### config.mk
export PLATFORM = sky130hd
export DESIGN_NAME = program_loader
export DESIGN_NICKNAME = d
export VERILOG_FILES = /design/src/rtl/program_loader.sv
export SDC_FILE = /design/constraint.sdc
export NUM_CORES = 1
export LEC_CHECK = 0
export BUFFER_PORTS_ARGS = -buffer_cell sky130_fd_sc_hd__buf_2
export CORE_UTILIZATION = 54
export CTS_BUF_LIST = sky130_fd_sc_hd__clkbuf_8
export DETAILED_ROUTE_END_ITERATION = 16
export PLACE_DENSITY = 0.87
export SYNTH_ARGS = -nofsm -noshare
export SYNTH_HDL_FRONTEND = slang
export SYNTH_SLANG_ARGS = --single-unit
### constraint.sdc
create_clock -name clock -period 2.9 [get_ports clock]
set_input_delay 0.435 -clock clock [delete_from_list [all_inputs] [get_ports clock]]
set_output_delay 0.435 -clock clock [all_outputs]
set_load 0.01 [all_outputs]
### src/rtl/program_loader.sv
// Boot-time program loader: receives a little-endian word count followed by that many
// little-endian instruction words, writes them to instruction memory, then releases the CPU.
module program_loader #(
    parameter logic [63:0] BASE_ADDRESS = 64'h0,
    parameter int unsigned MAX_WORDS    = 256
) (
    input  logic        clock,
    input  logic        reset,
    input  logic        byte_valid,
    input  logic [7:0]  byte_data,
    output logic        byte_ready,
    output logic        im_write_enable,
    output logic [63:0] im_write_address,
    output logic [31:0] im_write_data,
    output logic        cpu_reset,
    output logic        done,
    output logic        error
);

    typedef enum logic [1:0] {RX_COUNT, RX_WORD, DONE, ERROR} state_t;

    state_t      state_q;
    logic [1:0]  byte_cnt_q;
    logic [31:0] word_q;
    logic [31:0] word_d;
    logic [31:0] count_q;
    logic [31:0] word_idx_q;
    logic        we_q;
    logic [63:0] addr_q;
    logic [31:0] data_q;
    logic        cpu_rst_q;
    logic        done_q;
    logic        error_q;
    logic        xfer;

    // Ready is forced low while reset is asserted so no byte can slip in that cycle.
    assign byte_ready = !reset && (state_q == RX_COUNT || state_q == RX_WORD);
    assign xfer       = byte_valid && byte_ready;

    always_comb begin
        word_d = word_q;
        word_d[8*byte_cnt_q +: 8] = byte_data;
    end

    always_ff @(posedge clock) begin
        if (reset) begin
            state_q    <= RX_COUNT;
            byte_cnt_q <= 2'd0;
            word_q     <= 32'd0;
            count_q    <= 32'd0;
            word_idx_q <= 32'd0;
            we_q       <= 1'b0;
            addr_q     <= BASE_ADDRESS;
            data_q     <= 32'd0;
            cpu_rst_q  <= 1'b1;
            done_q     <= 1'b0;
            error_q    <= 1'b0;
        end else begin
            we_q      <= 1'b0;
            // Release the CPU one cycle after DONE is entered, once the last write has landed.
            cpu_rst_q <= (state_q != DONE);
            if (xfer) begin
                byte_cnt_q <= byte_cnt_q + 2'd1;
                word_q     <= word_d;
                if (byte_cnt_q == 2'd3) begin
                    word_q <= 32'd0;
                    case (state_q)
                        RX_COUNT: begin
                            count_q    <= word_d;
                            word_idx_q <= 32'd0;
                            if (word_d == 32'd0) begin
                                state_q <= DONE;
                                done_q  <= 1'b1;
                            end else if (word_d > MAX_WORDS) begin
                                state_q <= ERROR;
                                error_q <= 1'b1;
                            end else begin
                                state_q <= RX_WORD;
                            end
                        end
                        RX_WORD: begin
                            we_q       <= 1'b1;
                            data_q     <= word_d;
                            addr_q     <= BASE_ADDRESS + {30'd0, word_idx_q, 2'b00};
                            word_idx_q <= word_idx_q + 32'd1;
                            if (word_idx_q + 32'd1 == count_q) begin
                                state_q <= DONE;
                                done_q  <= 1'b1;
                            end
                        end
                        default: state_q <= state_q;
                    endcase
                end
            end
        end
    end

    assign im_write_enable  = we_q;
    assign im_write_address = addr_q;
    assign im_write_data    = data_q;
    assign cpu_reset        = cpu_rst_q;
    assign done             = done_q;
    assign error            = error_q;

endmodule

==> results of run 1 <==
==> cell families (layout without fill, tap and decap cells) <==
| group | Yosys count | after routing | synth area share |
|---|---|---|---|
| compound gates | 253 | 253 | 0.1893 |
| xor+xnor | 42 | 42 | 0.04468 |
| fa+ha+maj | 7 | 7 | 0.01043 |
| buf+inv | 136 | 211 | 0.08088 |
| flops | 168 | 168 | 0.4004 |
| other cells | 1 | 32 | 0.0004464 |
| simple gates | 474 | 474 | 0.2739 |
==> state kept, by name (all words and copies together) (netlist names) <==
name,flops
byte_cnt_q,2
done,1
cpu_reset,1
count_q,32
error,1
state_q,2
im_write_data,32
im_write_enable,1
word_q,32
word_idx_q,32
im_write_address,32
==> placed cells by master, fill, tap and decap left out, types with 32 or more instances in the layout <==
master | netlist | final
buf_2 | 18 | 78
a21oi_1 | 109 | 109
conb_1 | 1 | 32
buf_4 | 39 | 91
nor2_1 | 138 | 136
a211oi_1 | 65 | 65
dfxtp_1 | 168 | 163
nor3_1 | 56 | 56
nand2_1 | 130 | 128
nor2b_1 | 47 | 46
==> repair_timing <==
item                       4_1_cts  5_1_grt
gates resized for setup          1       18
pin swaps                        0        2
setup endpoints to repair        1        4
==> where the power goes <==
part           leakage [nW]  internal [mW]  switching [mW]
sequential             1.36           2.32         0.00873
combinational          2.13         0.0989           0.218
clock                 0.220          0.900           0.938
==> per-stage QoR <==
stage / worst slack (ns) / std cells / total power, mW / TNS, ns
after global routing: -0.005888 / 1375 / 4.618 / -0.005888
after CTS: 0.03219 / 1375 / 4.490 / 0
after floorplan: 0.07393 / 1112 / 2.610 / 0
final: 0.08425 / 1375 / 4.479 / 0
after global placement: 0.09665 / 1343 / 2.671 / 0
after detailed placement: 0.06249 / 1343 / 2.677 / 0
==> per-layer routing <==
layer | part of all wire | global-route usage | vias to the layer above | wire length, um
met5 | 0 | 0 | - | 0
met1 | 0.43 | 0.3622 | 3739 | 9988
met2 | 0.47 | 0.4732 | 318 | 10870
li1 | - | - | 3911 | -
met4 | 0.042 | 0.1401 | 0 | 978
met3 | 0.062 | 0.06116 | 81 | 1438
==> worst paths after layout <==
| kind | slack [ns] | start | cells past startpoint | end |
|---|---|---|---|---|
| worst max register to register | 0.08 | word_idx_q[0] | 9 | state_q[0] |
| worst min-delay path | 0.45 | im_write_address[23] | 2 | im_write_address[23] |
| worst max-delay path | 0.08 | word_idx_q[0] | 9 | state_q[0] |
| worst min register to register | 0.45 | im_write_address[23] | 2 | im_write_address[23] |
==> layout make-up <==
type	count	area [sq um]
clock buffer	18	247.7
fill	1345	5480
sequential	168	3369
clock inverter	14	188.9
inverter	9	33.78
multi-input combinational	808	4553
timing repair buffer	170	1094
tap	188	235.2
==> critical path: cells and delay by family (launching register included) <==
kind,cells,cell delay (ns)
AO/OA/AOI/OAI,3,0.76
adder cells (fa/ha/maj),1,0.22
buffers and inverters,1,0.14
flip-flops,1,0.36
AND/OR/NAND/NOR,4,1.22
==> results.md, run 1 <==
* Worst Setup End Kind: flop
* Final Hold Viols at 0
* Pwr Density at approximately 460 nW/um^2
* Max cap viols at 0
* Number of flops mapped to enable cells by yosys at 0
* DR DRC count at 0
* Die width at about 130 um
* Clock Latency Late Sink at between 0.4 and 0.5 ns
* CP max stage cell: or4_4
* Die area at ~16,000 sq um
* Number of vias per cell at between 5 and 6
* CTS Root Cell: clkbuf_8
* Initial core utilization at 0.5526
* CP Cell Sequence: ha_2 > buf_4 > and3_2 > o21ai_0 > a221o_1 > nor4b_4 > nand4_1 > or4_4 > o311a_1
* Worst Path Max Fanout at 4
* Post-synthesis sequential area ratio at 0.4004
* Syn Std Cell Area at 8401 sq um
* Core footprint at about 15,000 sq um
* Synth-to-layout area growth at 15.73%
* Skew final at about 0.011 ns
* Final Core Density at 0.6395
* GRT Residual Overflow at 0
* GPL Wtd Cong at a little under 1
* Post-CTS setup buffers at 0
* Syn Inst Count at roughly 1,100
* Synth Area per Inst at approximately 7.8 sq um
* Final setup fails at 0
* Outcome: complete, no violations
* Num CTS Buffers at 17
* Area leader, netlist: dfxtp_1
* Tightest Hold Check Type: flop to flop
* CTS max path bufs at 2
* Clock transition at the registers of the reported paths at 0.10 ns
* Crit path kind: flop to flop
* Crit path arrival time at 3.19 ns
* Worst setup SP type: flop
* GRT Util Overall at 0.2887
* Worst VDD drop at 0.3235 mV
* CP max stage delay at between 0.5 and 0.6 ns
* Pre-antenna DRT Iters at 7
* Post-Place Cell Area at ~9200 sq um
* Slew at the pin closest to its max-slew limit at between 0.7 and 0.8 ns
* Top cells by area, synth: dfxtp_1 40%, a21oi_1 6.5%, nor2_1 6.2%
* Boundary Pins at ~110
* Buffers added on ports at 79
* First-pass GRT wire length at ~37,000 um
* Yosys top cell area share at 0.4004
* Final wirelength at about 23,000 um
* Crit path required time at between 3 and 4 ns
* Initial antenna violation count at 0
* Most frequent cell after synthesis: dfxtp_1
* Max-slew violations at 0
* CTS tree: built
* FF+latch count, synth at 168
* LEAKAGE at between 3 and 4 nW
* CTS H-tree depth at 4
* Yosys warnings at 0
* Main synth FF type: dfxtp_1
* Post-synth ARST share at 0
* Post-route ant nets at 0
* Share of cells above drive strength 1 at 0.1997
* Diodes inserted at 0
* Number of global-route vias before repair at between 7,000 and 8,000
* Yosys cell types at 59
* Die H at between 100 and 150 um
* Worst Hold Margin at roughly 0.45 ns
* DP HPWL at around 16,000 um
* Via Count at 8,049
* Clock sinks at approximately 170
* Design area at between 9000 and 10,000 sq um
* Initial DRC Count at ~700
* Tmin final at between 2 and 3 ns
* Per-cell routed wire length at 16.92 um
* Largest net degree at the start of global routing at 168
* Commonest cells post-synth: 168 x dfxtp_1, 138 x nor2_1, 130 x nand2_1, 109 x a21oi_1
* Period utilization at 0.9709
* Nets at 1,192
* CTS Hold Bufs at 0
* FP Rows at 45
* Max-slew headroom at 0.4897
* Max Fclk at 355.1 MHz
No activity file was read; power rests on OpenSTA's default activity.
==> run 2, diff against run 1 <==
--- a/config.mk
+++ b/config.mk
@@ -6,6 +6,7 @@
 export NUM_CORES = 1
 export LEC_CHECK = 0
 export BUFFER_PORTS_ARGS = -buffer_cell sky130_fd_sc_hd__buf_2
+export CORE_MARGIN = 4
 export CORE_UTILIZATION = 54
 export CTS_BUF_LIST = sky130_fd_sc_hd__clkbuf_8
 export DETAILED_ROUTE_END_ITERATION = 16
==> run 2 against run 1 <==
Compared with the run above:
- routed wire length grew 0.19%
- clock-buffer cell count is the same
- worst hold slack lost 0.0016 ns
- register-to-register slack lost 0.06 ns
- core utilization is essentially flat
- critical endpoint unchanged
- first-iteration DRC count grew 15%
- largest cell class unchanged
- highest routed layer unchanged
- largest power group unchanged
==> results.md, run 2 (synthesis gave the netlist of run 1 again) <==
* Total power at 4.313 mW (-3.7%)
* Period utilization at 0.9930 (+0.02205)
* CTS max path bufs at 2 (unchanged)
* Largest net degree at the start of global routing at 168 (unchanged)
* Die H at 132.7 um (+4.7%)
* GRT Residual Overflow at 0 (unchanged)
* Max Fclk at 347.3 MHz (-2.2%)
* Most common cell after layout, fill and taps aside: dfxtp_1
* Share of cells above drive strength 1 at 0.2081 (+0.008459)
* LEAKAGE at 3.651 nW (-1.4%)
* Tmin final at 2.880 ns (+0.06393 ns)
* CTS tree: built
* Final setup fails at 0 (unchanged)
* CTS Root Cell: clkbuf_8
* Core footprint at 15,200 sq um (unchanged)
* Clock Latency Late Sink at 0.48 ns (about the same)
* Worst Setup End Kind: flop
* Final Hold Viols at 0 (unchanged)
* FP Rows at 45 (unchanged)
* Crit-path leading delay family: simple AND/OR/NAND/NOR gates
* Nets at 1,187 (-0.42%)
* Via Count at 8,002 (-0.58%)
* Crit path kind: flop to flop
* Worst setup SP type: flop
* Max-slew headroom at 0.4984 (+0.008608)
* Final wirelength at 23,320 um (+0.19%)
* Max cap viols at 0 (unchanged)
* Post-Place Cell Area at 9173 sq um (-0.43%)
* Post-route ant nets at 0 (unchanged)
* DR DRC count at 0 (unchanged)
* Pwr Density at 443.5 nW/um^2 (-3.8%)
* Per-cell routed wire length at 17.02 um (+0.56%)
* Fin Setup TNS at 0 ns (unchanged)
* Bufs and invs on worst path at 1 (unchanged)
* First-pass GRT wire length at 37,260 um (+1.9%)
* DP HPWL at 16,460 um (+2.7%)
* Diodes inserted at 0 (unchanged)
* Clock transition at the registers of the reported paths at 0.10 ns (about the same)
* CP max stage delay at 0.57 ns (+0.02 ns)
* Final Core Density at 0.6398 (about the same)
* Worst Hold Margin at 0.4519 ns (-0.001647 ns)
* Worst Path Max Fanout at 7 (+3)
* Number of vias per cell at 5.841 (-0.22%)
* Worst VDD drop at 0.4905 mV (+52%)
* Skew final at 0.01177 ns (+0.0004629 ns)
* Num CTS Buffers at 17 (unchanged)
* Initial DRC Count at 790 (+15%)
* Boundary Pins at 112 (unchanged)
* Crit path arrival time at 3.25 ns (+0.06 ns)
* Initial core utilization at 0.5526 (unchanged)
* Clock sinks at 168 (unchanged)
* GRT Util Overall at 0.2586 (-0.03010)
* Outcome: complete, no violations
* Slew at the pin closest to its max-slew limit at 0.7418 ns (-0.02357 ns)
* GPL Wtd Cong at 1.035 (+6.6%)
* Synth-to-layout area growth at 15.79% (about the same)
* Pre-antenna DRT Iters at 6 (-1)
* Die area at 17,620 sq um (+9.7%)
* Number of global-route vias before repair at 7,168 (-1.7%)
* CTS H-tree depth at 4 (unchanged)
* Design area at 9727 sq um (about the same)
* Die width at 132.7 um (+4.7%)
* Initial antenna violation count at 0 (unchanged)
* CP Cell Sequence: buf_4 > and4_2 > and2_2 > a2111oi_1 > nor4b_2 > nand4_1 > or4_4 > o311a_1
* Crit path required time at 3.27 ns (about the same)
* Most frequent cells in the layout: 160 x dfxtp_1, 136 x nor2_1, 128 x nand2_1, 109 x a21oi_1, 85 x buf_4
* Tightest Hold Check Type: input pin to flop
* CP max stage cell: or4_4
* Buffers added on ports at 79 (unchanged)
* Max-slew violations at 0 (unchanged)
-- run 2: repair_timing --
| item | in CTS | in global routing |
|---|---|---|
| buffers inserted | 0 | 2 |
| pin swaps | 0 | 5 |
| resized for setup | 2 | 33 |
| hold buffers | 0 | 0 |
| endpoints found under the setup margin | 2 | 3 |
-- run 2: per-layer routing --
layer | up-vias | track usage | wire, um
li1 | 3898 | - | -
met1 | 3753 | 0.3458 | 10130
met2 | 299 | 0.4169 | 11030
met3 | 52 | 0.05285 | 1494
met4 | 0 | 0.09122 | 668
met5 | - | 0 | 0
-- run 2: where the power goes --
group	total [mW]	leakage [nW]	internal, mW	switching [mW]
clock	1.66	0.200	0.670	0.988
combinational	0.329	2.09	0.110	0.219
sequential	2.33	1.36	2.32	0.00962
total	4.31	3.65	3.10	1.22
-- run 2: worst paths after layout --
kind	start	endpoint	slack, ns	depth (start not counted)
max	word_idx_q[1]	state_q[0]	0.02	8
max reg2reg	word_idx_q[1]	state_q[0]	0.02	8
min	byte_valid	byte_cnt_q[1]	0.45	3
min reg2reg	im_write_address[26]	im_write_address[26]	0.45	2
-- run 2: stage by stage --
| step | instances | setup slack, ns |
|---|---|---|
| after floorplan | 1112 | 0.07393 |
| after global placement | 1336 | 0.06272 |
| after detailed placement | 1336 | -0.03450 |
| after CTS | 1368 | 0.007010 |
| after global routing | 1370 | -0.01683 |
| final | 1370 | 0.02032 |
-- run 2: area by class of cell --
class	instances	area, sq um
Fill cell	1355	5475
Clock buffer	18	247.7
Tap cell	188	235.2
Sequential cell	168	3373
Timing Repair Buffer	165	1069
Multi-Input combinational cell	808	4617
Inverter	9	33.78
Clock inverter	14	151.4
-- run 2: worst reg2reg max path, stage by stage, from the launching register on --
cell	delay, ns
dfxtp_1	0.36
buf_4	0.16
and4_2	0.25
and2_2	0.25
a2111oi_1	0.42
nor4b_2	0.32
nand4_1	0.14
or4_4	0.57
o311a_1	0.31
